### src/rtl/dds_tuning_ctrl_pkg.sv
// Shared constants for the DDS tuning controller and the phase accumulator it feeds:
// FSM encoding, pending-request bit positions and default step/limit values.
package dds_ctrl_pkg;

  localparam int DEF_WIDTH = 32;

  localparam logic [31:0] DEF_STEP_COARSE = 32'd85899346;
  localparam logic [31:0] DEF_STEP_MICRO  = 32'd85899;
  localparam logic [31:0] DEF_STEP_NANO   = 32'd86;
  localparam logic [31:0] DEF_PHASE_STEP  = 32'h2000_0000;
  localparam logic [31:0] DEF_FREQ_MIN    = 32'd86;
  localparam logic [31:0] DEF_FREQ_MAX    = 32'h8000_0000;
  localparam logic [31:0] DEF_FREQ_RESET  = 32'd85899346;
  localparam int          DEF_ACK_TIMEOUT = 1024;

  localparam logic [1:0] ST_INIT = 2'd0;
  localparam logic [1:0] ST_IDLE = 2'd1;
  localparam logic [1:0] ST_CALC = 2'd2;
  localparam logic [1:0] ST_LOAD = 2'd3;

  // Lower index wins arbitration; even bits are "add", the odd neighbour is its "sub".
  localparam int          NUM_REQ        = 8;
  localparam logic [2:0]  IDX_COARSE_ADD = 3'd0;
  localparam logic [2:0]  IDX_COARSE_SUB = 3'd1;
  localparam logic [2:0]  IDX_MICRO_ADD  = 3'd2;
  localparam logic [2:0]  IDX_MICRO_SUB  = 3'd3;
  localparam logic [2:0]  IDX_NANO_ADD   = 3'd4;
  localparam logic [2:0]  IDX_NANO_SUB   = 3'd5;
  localparam logic [2:0]  IDX_PHASE_ADD  = 3'd6;
  localparam logic [2:0]  IDX_PHASE_SUB  = 3'd7;

  function automatic logic [2:0] pickRequest(input logic [NUM_REQ-1:0] pend);
    logic [2:0] idx;
    idx = 3'd0;
    for (int i = NUM_REQ - 1; i >= 0; i--) begin
      if (pend[i]) idx = 3'(i);
    end
    return idx;
  endfunction

endpackage

### src/rtl/dds_tuning_ctrl_if.sv
// Word-pair handoff between the tuning controller (master) and the phase accumulator (slave).
interface dds_tuning_ctrl_if
  import dds_ctrl_pkg::*;
#(
  parameter int WIDTH = DEF_WIDTH
);
  logic [WIDTH-1:0] FreqWord;
  logic [WIDTH-1:0] PhaseWord;
  logic             Load;
  logic             LoadAck;
  logic             AtLimit;

  modport master (output FreqWord, output PhaseWord, output Load, output AtLimit, input LoadAck);
  modport slave  (input FreqWord, input PhaseWord, input Load, input AtLimit, output LoadAck);
endinterface

### src/rtl/dds_tuning_ctrl_sync.sv
// Per-strobe two-flop synchroniser plus history flop; req pulses for one cycle on each 1->0 edge.
module strobe_sync_edge
  import dds_ctrl_pkg::*;
#(
  parameter int N = NUM_REQ
)(
  input  logic         clk,
  input  logic         reset,
  input  logic [N-1:0] strobeN,
  output logic [N-1:0] req
);

  for (genvar gi = 0; gi < N; gi++) begin : gBit
    logic metaReg;
    logic syncReg;
    logic histReg;

    // Idle level of an active-low strobe is 1, so reset must not fake an edge.
    always_ff @(posedge clk or negedge reset) begin
      if (!reset) begin
        metaReg <= 1'b1;
        syncReg <= 1'b1;
        histReg <= 1'b1;
      end else begin
        metaReg <= strobeN[gi];
        syncReg <= metaReg;
        histReg <= syncReg;
      end
    end

    assign req[gi] = histReg & ~syncReg;
  end

endmodule

### src/rtl/dds_tuning_ctrl.sv
// DDS tuning-word controller: turns conditioned adjust strobes into clamped frequency and
// wrapped phase updates, handing each word pair to the accumulator through Load/LoadAck.
module dds_tuning_ctrl
  import dds_ctrl_pkg::*;
#(
  parameter int               WIDTH       = DEF_WIDTH,
  parameter logic [WIDTH-1:0] STEP_COARSE = DEF_STEP_COARSE,
  parameter logic [WIDTH-1:0] STEP_MICRO  = DEF_STEP_MICRO,
  parameter logic [WIDTH-1:0] STEP_NANO   = DEF_STEP_NANO,
  parameter logic [WIDTH-1:0] PHASE_STEP  = DEF_PHASE_STEP,
  parameter logic [WIDTH-1:0] FREQ_MIN    = DEF_FREQ_MIN,
  parameter logic [WIDTH-1:0] FREQ_MAX    = DEF_FREQ_MAX,
  parameter logic [WIDTH-1:0] FREQ_RESET  = DEF_FREQ_RESET,
  parameter int               ACK_TIMEOUT = DEF_ACK_TIMEOUT
)(
  input  logic               clk,
  input  logic               reset,
  input  logic               Switchadd,
  input  logic               Switchsub,
  input  logic               SwitchMicroadd,
  input  logic               SwitchMicrosub,
  input  logic               SwitchNanoadd,
  input  logic               SwitchNanosub,
  input  logic               Phaseadd,
  input  logic               Phasesub,
  dds_tuning_ctrl_if.master  accBus
);

  localparam int CNT_W = (ACK_TIMEOUT > 1) ? $clog2(ACK_TIMEOUT) : 1;

  logic [NUM_REQ-1:0] strobeN;
  logic [NUM_REQ-1:0] req;
  logic [NUM_REQ-1:0] pendingReg;
  logic [NUM_REQ-1:0] pendingNext;
  logic [NUM_REQ-1:0] clearMask;
  logic [NUM_REQ-1:0] conflictMask;
  logic [NUM_REQ-1:0] selMask;
  logic [2:0]         selIdx;
  logic [1:0]         stateReg;

  logic [WIDTH-1:0]   freqReg;
  logic [WIDTH-1:0]   phaseReg;
  logic               atLimitReg;
  logic               loadReg;
  logic [CNT_W-1:0]   ackCnt;

  logic [WIDTH-1:0]   stepSel;
  logic [WIDTH:0]     freqSum;
  logic [WIDTH:0]     freqFloor;
  logic [WIDTH-1:0]   freqCalc;
  logic [WIDTH-1:0]   phaseCalc;
  logic               atLimitCalc;

  always_comb begin
    strobeN                 = '1;
    strobeN[IDX_COARSE_ADD] = Switchadd;
    strobeN[IDX_COARSE_SUB] = Switchsub;
    strobeN[IDX_MICRO_ADD]  = SwitchMicroadd;
    strobeN[IDX_MICRO_SUB]  = SwitchMicrosub;
    strobeN[IDX_NANO_ADD]   = SwitchNanoadd;
    strobeN[IDX_NANO_SUB]   = SwitchNanosub;
    strobeN[IDX_PHASE_ADD]  = Phaseadd;
    strobeN[IDX_PHASE_SUB]  = Phasesub;
  end

  strobe_sync_edge #(.N(NUM_REQ)) uSync (
    .clk     (clk),
    .reset   (reset),
    .strobeN (strobeN),
    .req     (req)
  );

  // Opposing requests of one class cancel each other rather than producing two updates.
  for (genvar gi = 0; gi < NUM_REQ / 2; gi++) begin : gConflict
    assign conflictMask[2*gi+1:2*gi] = {2{pendingReg[2*gi] & pendingReg[2*gi+1]}};
  end

  assign selIdx  = pickRequest(pendingReg);
  assign selMask = NUM_REQ'(1) << selIdx;

  always_comb begin
    case (selIdx[2:1])
      2'd0:    stepSel = STEP_COARSE;
      2'd1:    stepSel = STEP_MICRO;
      default: stepSel = STEP_NANO;
    endcase
  end

  assign freqSum   = {1'b0, freqReg} + {1'b0, stepSel};
  assign freqFloor = {1'b0, FREQ_MIN} + {1'b0, stepSel};

  always_comb begin
    freqCalc    = freqReg;
    phaseCalc   = phaseReg;
    atLimitCalc = atLimitReg;
    if (selIdx < IDX_PHASE_ADD) begin
      if (!selIdx[0]) begin
        if (freqSum > {1'b0, FREQ_MAX}) begin
          freqCalc    = FREQ_MAX;
          atLimitCalc = 1'b1;
        end else begin
          freqCalc    = freqSum[WIDTH-1:0];
          atLimitCalc = 1'b0;
        end
      end else begin
        if ({1'b0, freqReg} < freqFloor) begin
          freqCalc    = FREQ_MIN;
          atLimitCalc = 1'b1;
        end else begin
          freqCalc    = freqReg - stepSel;
          atLimitCalc = 1'b0;
        end
      end
    end else if (selIdx == IDX_PHASE_ADD) begin
      phaseCalc = phaseReg + PHASE_STEP;
    end else begin
      phaseCalc = phaseReg - PHASE_STEP;
    end
  end

  // Clear first, then OR in fresh edges, so an edge landing on a bit being cleared survives.
  always_comb begin
    clearMask = '0;
    if (stateReg == ST_IDLE) begin
      clearMask = conflictMask;
    end else if (stateReg == ST_CALC) begin
      clearMask = selMask;
    end
    pendingNext = (pendingReg & ~clearMask) | req;
  end

  always_ff @(posedge clk or negedge reset) begin
    if (!reset) begin
      stateReg   <= ST_INIT;
      pendingReg <= '0;
      freqReg    <= FREQ_RESET;
      phaseReg   <= '0;
      atLimitReg <= 1'b0;
      loadReg    <= 1'b0;
      ackCnt     <= '0;
    end else begin
      pendingReg <= pendingNext;
      case (stateReg)
        ST_INIT: begin
          loadReg  <= 1'b1;
          ackCnt   <= '0;
          stateReg <= ST_LOAD;
        end
        ST_IDLE: begin
          if (conflictMask == '0 && pendingReg != '0) begin
            stateReg <= ST_CALC;
          end
        end
        ST_CALC: begin
          freqReg    <= freqCalc;
          phaseReg   <= phaseCalc;
          atLimitReg <= atLimitCalc;
          loadReg    <= 1'b1;
          ackCnt     <= '0;
          stateReg   <= ST_LOAD;
        end
        ST_LOAD: begin
          if (accBus.LoadAck || ackCnt == CNT_W'(ACK_TIMEOUT - 1)) begin
            loadReg  <= 1'b0;
            stateReg <= ST_IDLE;
          end else begin
            ackCnt <= ackCnt + 1'b1;
          end
        end
        default: stateReg <= ST_IDLE;
      endcase
    end
  end

  assign accBus.FreqWord  = freqReg;
  assign accBus.PhaseWord = phaseReg;
  assign accBus.Load      = loadReg;
  assign accBus.AtLimit   = atLimitReg;

endmodule
### src/flat_wrapper.sv
// flat-port wrapper written by rule: the top's interface ports become plain ports
module dds_tuning_ctrl_flat import dds_ctrl_pkg::*;
#(
  parameter int               WIDTH       = DEF_WIDTH,
  parameter logic [WIDTH-1:0] STEP_COARSE = DEF_STEP_COARSE,
  parameter logic [WIDTH-1:0] STEP_MICRO  = DEF_STEP_MICRO,
  parameter logic [WIDTH-1:0] STEP_NANO   = DEF_STEP_NANO,
  parameter logic [WIDTH-1:0] PHASE_STEP  = DEF_PHASE_STEP,
  parameter logic [WIDTH-1:0] FREQ_MIN    = DEF_FREQ_MIN,
  parameter logic [WIDTH-1:0] FREQ_MAX    = DEF_FREQ_MAX,
  parameter logic [WIDTH-1:0] FREQ_RESET  = DEF_FREQ_RESET,
  parameter int               ACK_TIMEOUT = DEF_ACK_TIMEOUT
)
  (clk, reset, Switchadd, Switchsub, SwitchMicroadd, SwitchMicrosub, SwitchNanoadd, SwitchNanosub, Phaseadd, Phasesub, accBus_FreqWord, accBus_PhaseWord, accBus_Load, accBus_AtLimit, accBus_LoadAck);
  dds_tuning_ctrl_if #(.WIDTH(WIDTH)) accBus_i ();
  input  logic clk;
  input  logic reset;
  input  logic Switchadd;
  input  logic Switchsub;
  input  logic SwitchMicroadd;
  input  logic SwitchMicrosub;
  input  logic SwitchNanoadd;
  input  logic SwitchNanosub;
  input  logic Phaseadd;
  input  logic Phasesub;
  output wire logic [$bits(accBus_i.FreqWord)-1:0] accBus_FreqWord;
  output wire logic [$bits(accBus_i.PhaseWord)-1:0] accBus_PhaseWord;
  output wire logic [$bits(accBus_i.Load)-1:0] accBus_Load;
  output wire logic [$bits(accBus_i.AtLimit)-1:0] accBus_AtLimit;
  input wire logic [$bits(accBus_i.LoadAck)-1:0] accBus_LoadAck;
  assign accBus_FreqWord = accBus_i.FreqWord;
  assign accBus_PhaseWord = accBus_i.PhaseWord;
  assign accBus_Load = accBus_i.Load;
  assign accBus_AtLimit = accBus_i.AtLimit;
  assign accBus_i.LoadAck = accBus_LoadAck;
  dds_tuning_ctrl #(.WIDTH(WIDTH), .STEP_COARSE(STEP_COARSE), .STEP_MICRO(STEP_MICRO), .STEP_NANO(STEP_NANO), .PHASE_STEP(PHASE_STEP), .FREQ_MIN(FREQ_MIN), .FREQ_MAX(FREQ_MAX), .FREQ_RESET(FREQ_RESET), .ACK_TIMEOUT(ACK_TIMEOUT)) u_core (.clk(clk), .reset(reset), .Switchadd(Switchadd), .Switchsub(Switchsub), .SwitchMicroadd(SwitchMicroadd), .SwitchMicrosub(SwitchMicrosub), .SwitchNanoadd(SwitchNanoadd), .SwitchNanosub(SwitchNanosub), .Phaseadd(Phaseadd), .Phasesub(Phasesub), .accBus(accBus_i));
endmodule
### config.mk
export PLATFORM = sky130hd
export DESIGN_NAME = dds_tuning_ctrl_flat
export DESIGN_NICKNAME = d
export VERILOG_FILES = /design/src/rtl/dds_tuning_ctrl_pkg.sv /design/src/rtl/dds_tuning_ctrl_if.sv /design/src/rtl/dds_tuning_ctrl_sync.sv /design/src/rtl/dds_tuning_ctrl.sv /design/src/flat_wrapper.sv
export SDC_FILE = /design/constraint.sdc
export NUM_CORES = 1
export LEC_CHECK = 0
export BUFFER_PORTS_ARGS = -buffer_cell sky130_fd_sc_hd__buf_2
export CAP_MARGIN = 20
export CORE_ASPECT_RATIO = 0.5
export CORE_MARGIN = 2
export CORE_UTILIZATION = 61
export DETAILED_ROUTE_END_ITERATION = 6
export PLACE_DENSITY_LB_ADDON = 0.05
export SYNTH_ARGS = -nofsm -noshare
export SYNTH_HDL_FRONTEND = slang
export SYNTH_HIERARCHICAL = 1
export SYNTH_SLANG_ARGS = --single-unit
### constraint.sdc
create_clock -name clk -period 5.8 [get_ports clk]
set_clock_uncertainty 0.1 [all_clocks]
set_input_delay 0.87 -clock clk [delete_from_list [all_inputs] [get_ports clk]]
set_output_delay 0.87 -clock clk [all_outputs]
set_load 0.02 [all_outputs]
Word level (Yosys, flattened, before mapping)
Cells that the tools add are included.

Flip-flop bits (word level): 110. Latch bits: 0. Memory bits (writable): 0. ROM bits: 0. Input bits: 11. Output and inout bits: 66. Word-level logic and storage cells: 112. Memories kept: 0.

Add/sub/neg operators: 6. Multiply operators: 0. Div/mod/pow operators: 0. Magnitude comparators: 3. Eq/ne operators: 9. Shifts and indexed selects: 1. Muxes and demuxes: 25. Bitwise logic cells: 24. Reductions and logical operators: 13.

Operators by type and width (count): 2-to-1 mux 32 bit (4); one-hot mux 27 bit (2 select lines) (1); adder 32 x 27 -> 33 bit (1); > comparator 33 x 32 -> 1 bit (second input constant) (1); less-than comparator 32 x 33 -> 1 bit (1); adder 32 x 30 -> 32 bit (second input constant) (1); subtractor 32 x 27 -> 32 bit (1); subtractor 32 x 30 -> 32 bit (second input constant) (1); adder 7 x 27 -> 28 bit (first input constant) (1); 2-to-1 mux 3 bit (8); one-hot mux 10 bit (2 select lines) (1); 2-to-1 mux 8 bit (2); AND 1 bit (12); adder 10 x 1 -> 10 bit (second input constant) (1); == test 10 bit (second input constant) (1); 2-to-1 mux 10 bit (1); AND reduction 2 bit (5); NOT 1 bit (9); AND 8 bit (1); zero test 8 bit (1); NOT 8 bit (1); bitwise OR 8 bit (1); nonzero test 8 bit (1); left shift 1 x 3 -> 8 bit (first input constant) (1); 15 further kinds (23).

Longest topological paths before layout
Depth after elaboration: 14. Depth in mapped cells: 21. Depth with buffers taken out: 18.

Modules after synthesis
The synthesis kept the hierarchy.

By module, submodules not included: dds_tuning_ctrl (instances 1, cells an instance 896, area each 6981.7 um2, seq. area each 1442.6 um2); strobe_sync_edge (instances 1, cells an instance 32, area each 740.7 um2, seq. area each 630.6 um2).

Worst setup path after synthesis
Ideal clock, no wire load.

Path kind: register to register. Start: register u_core.pendingReg[3]. End: register u_core.freqReg[15] (netlist: u_core/accBus.FreqWord[15]). Library setup time: 0.077 ns. Arrival time: 4.541 ns. Data required time: 5.623 ns. Slack: 1.082 ns. Stages on the path, launching flop included: 22. Path buffers: 3. Clock period less this slack: 4.718 ns. Path through: dfrtp_1 nor2_1 nand2_1 nor3_1 nor3_1 ha_1 inv_1 ha_1 buf_4 nand2b_4 or3_4 nor3_4 or3_1 buf_2 nor3_1 or4_4 nor4_4 nand4_4 a21oi_4 buf_6 nand3_1 a31oi_1.

Word-level cells in the longest chain between the ends: 10. Elaborated cells between the ends (all ways): 17. Classes of those cells: add/sub: 3; order compare: 3; eq/ne: 1; mux: 8; reduce/logical: 2.

Ends and longest elaborated chain: start: declaration (RTL line dds_tuning_ctrl.sv:33) `logic [NUM_REQ-1:0] pendingReg;`; start signal: assignment (RTL line dds_tuning_ctrl.sv:142) `pendingReg <= pendingNext;`; 2-to-1 mux 3 bit * (4 in series) (RTL line dds_tuning_ctrl_pkg.sv:36) `if (pend[i]) idx = 3'(i);`; == test 2 x 1 -> 1 bit or zero test 2 bit (tied branches) (RTL line dds_tuning_ctrl.sv:82) `case (selIdx[2:1])`; one-hot mux 27 bit (2 select lines) (RTL line dds_tuning_ctrl.sv:82); adder 32 x 27 -> 33 bit or adder 7 x 27 -> 28 bit (tied branches) (RTL line dds_tuning_ctrl.sv:89, dds_tuning_ctrl.sv:90); > comparator 33 x 32 -> 1 bit or less-than comparator 32 x 33 -> 1 bit (tied branches) (RTL line dds_tuning_ctrl.sv:98, dds_tuning_ctrl.sv:106); 2-to-1 mux 32 bit (on tied branches) (RTL line dds_tuning_ctrl.sv:98, dds_tuning_ctrl.sv:106); 2-to-1 mux 32 bit (RTL line dds_tuning_ctrl.sv:97) `if (!selIdx[0]) begin`; end signal: assignment (RTL line dds_tuning_ctrl.sv:155) `freqReg <= freqCalc;`; end: declaration (RTL line dds_tuning_ctrl.sv:41) `logic [WIDTH-1:0] freqReg;`.

Every way passes the cells marked *; elsewhere a longest branch is shown, timed or not. A chain may end at the register's enable or synchronous reset.

Final worst setup path
Start: register u_core.pendingReg[3]. End: register u_core.freqReg[18] (netlist: u_core/accBus.FreqWord[18]).

Same word-level chain as after synthesis.

==> results.txt <==
status: completed
root buf cell: clkbuf_16
Die Area: 13600 um2
drt initial violations: 793
DRT antenna net count: 0
min-delay worst type: reg -> reg
routed length per instance: 20.7 um
fillers: 1016
Die Y: 83.6 um
post_cts resized: 0
Sequential Area: 2070 um2
first-pass iteration count of the detailed router: 6
share of the synthesized area in the top cell type: 0.143
vias in the first global route: 6827
Layout area overhead: 7.36%
total of max-cap violations: 0
PortBufs: 47
element type at the critical path end: flop
fraction of layout cells with a size suffix above 1: 0.187
setup tns final: 0 ns
Initial Utilization: 0.639
R2R depth: 17
vias per cell: 6.56
CTS Hold Bufs: 0
# clock sinks: 81
DR DRC count: 0
later-pin clock latency in the skew report: 0.35 ns
Slew @ Worst Pin: 0.962 ns
area occupied by multi-input gates: 5200 um2
Final Hold Vio Count: 0
RePlAce Congestion: 0.987
DP Wirelength: 17500 um
worst path required time: 5.97 ns
vias after detailed routing: 7408
synth top area cells: dfrtp_1 (14%), dfstp_2 (13%), ha_1 (10%), nand2_1 (4.3%), nor2_1 (4.1%)
final worst path period share: 0.933
Chip Width: 163 um
# diodes: 0
EDFF count, synth: 0
Final Routed Wirelength: 23400 um
core area: 12100 um2
Seq/Total Area, Yosys: 0.268
CP Max Fanout: 12
Synth Register Bits: 81
CP Class: reg -> reg
CP startpoint kind: flop
Max-slew headroom: 0.359
CTS tree: yes
clock buffer count from CTS: 9
Synthesis Warnings: 6
row count: 28
Post-Syn Area: 7720 um2
Ports: 77
gr ovfl total: 0
post-synth cell types: 99
clk buf depth: 2
Crit path arrival time: 5.58 ns
Syn Inst Count: 928
RSZ-0062 raised after global routing: no
pin count of the biggest net entering global routing: 59
syn_area_per_cell: 8.32 um2
WHS Path Cells: 0
Yosys top cell by area: dfrtp_1
clk slew on worst S/H paths: 0.07 ns
initial antenna violation count: 0
# H-tree levels: 3
Final setup viols: 0
Tmin final: 5.41 ns
f_max: 185 MHz
Synth Flop Type: dfrtp_1
Final nets: 1036
first-pass GRT wire length: 37200 um
Slew Limit Fails: 0
gr usage total: 0.346
FFs w/ async S/R, synth: 1.00
postcts setup bufs: 0
## per-stage QoR
stage	setup slack, ns	cell area (um2)	std cells	hold WS (ns)	utilization
detailed placement	0.476	7980	1114	0.249	0.660
finish	0.388	8290	1130	0.255	0.686
global placement	0.513	7980	1114	0.246	0.660
global route	0.149	8290	1130	0.255	0.686
floorplan	1.08	7830	957	0.245	-
CTS	0.408	8280	1130	0.255	0.685
## synth_stat cells, types with 4 or more instances
cell and instances:
o21ai_0 45, nor3b_1 5, xor2_1 9, a31oi_1 13
nand2_1 88, o21ai_1 11, ha_1 64, and3_1 7
dfrtp_1 44, nor2_2 4, o211ai_1 7, nand4_1 15
and2_1 13, a22oi_1 5, or3_1 6, a21o_1 20
a211oi_1 11, nor4_1 8, o21bai_1 8, o221ai_1 4
nand3_1 23, mux2i_1 6, o31ai_1 9, dfstp_2 37
nand2b_1 14, nor2b_4 8, or2_2 7, buf_2 9
a221oi_1 13, nor2_1 85, inv_1 32, xnor2_1 25
nor2b_1 16, o31a_1 4, clkbuf_1 27, buf_4 34
a31o_2 9, nor3_1 25, a21oi_1 61, o2111ai_1 4
## worst max-delay path, stage by stage, from the launching register on
cell and delay (ns):
dfrtp_1 0.45, nor2_1 0.12, nor3_1 0.41, inv_1 0.36, ha_1 0.34, ha_1 0.23, or3_1 0.42, a311oi_2 0.43
a21o_1 0.19, nand2_1 0.15, mux2i_1 0.18, or4_4 0.54, nor4_4 0.28, nand4_4 0.26, a21oi_4 0.30, buf_4 0.27
a211oi_1 0.10, o21ai_0 0.18
## placed cells by master (no fill, tap or decap), types with 15 or more instances in the layout
master    n
nand4_1  15
a21oi_1  61
conb_1   30
a21o_1   20
nor3_1   25
buf_4    20
nand2_1  88
nand3_1  23
xnor2_1  25
nor2_1   84
ha_1     64
nor2b_1  16
dfstp_2  37
o21ai_0  45
inv_1    32
dfrtp_1  44
buf_2    46
## sequential cells by signal, indices dropped and copies added, names as in the netlist
register                   flops
u_core/ackCnt                 10
u_core/accBus.AtLimit          1
u_core/uSync/gBit.syncReg      8
u_core/accBus.Load             1
u_core/accBus.PhaseWord        3
u_core/uSync/gBit.metaReg      8
u_core/accBus.FreqWord        32
u_core/pendingReg              8
u_core/stateReg                2
u_core/uSync/gBit.histReg      8
## final cells by class
cell class,instances,area share
clock buffers,9,0.0272
clock inverters,7,0.00936
inverters,33,0.0149
multi-input cells,769,0.628
flip-flops and latches,81,0.250
well taps,165,0.0249
repair buffers,66,0.0459
## metal layers
metal / global-route usage / up-vias / part of all wire
met5: 0 / - / 0
met4: 0.0909 / 0 / 0.021
met3: 0.0671 / 46 / 0.087
met2: 0.534 / 365 / 0.44
met1: 0.494 / 3598 / 0.46
li1: - / 3399 / -
## kinds of logic after synthesis
| kind of cell | after synthesis | share of synthesized area |
|---|---|---|
| and+or+nand+nor | 360 | 0.258 |
| AOI/OAI and AO/OA | 272 | 0.245 |
| buffers and inverters | 107 | 0.0729 |
| DFF | 81 | 0.268 |
| adders and majority gates | 65 | 0.106 |
| xor gates and xnor gates | 34 | 0.0386 |
| muxes | 8 | 0.0107 |
| other | 1 | 0.000486 |
## final timing paths
check	from	to	slack [ns]
worst max-delay path	u_core/pendingReg[3]$_DFF_PN0_	u_core/accBus.FreqWord[18]$_DFFE_PN1P_	0.39
worst min-delay path	u_core/uSync/gBit[0].metaReg$_DFF_PN1_	u_core/uSync/gBit[0].syncReg$_DFF_PN1_	0.25
worst max register to register	u_core/pendingReg[3]$_DFF_PN0_	u_core/accBus.FreqWord[18]$_DFFE_PN1P_	0.39
worst min register to register	u_core/uSync/gBit[0].metaReg$_DFF_PN1_	u_core/uSync/gBit[0].syncReg$_DFF_PN1_	0.25
max in group asynchronous	reset	u_core/accBus.FreqWord[14]$_DFFE_PN0P_	4.23
min in group asynchronous	reset	u_core/ackCnt[3]$_DFFE_PN0P_	0.33
Power is left out: the tool's default activity adds up to more than one toggle a clock period on the data nets, which glitch-free logic cannot reach.
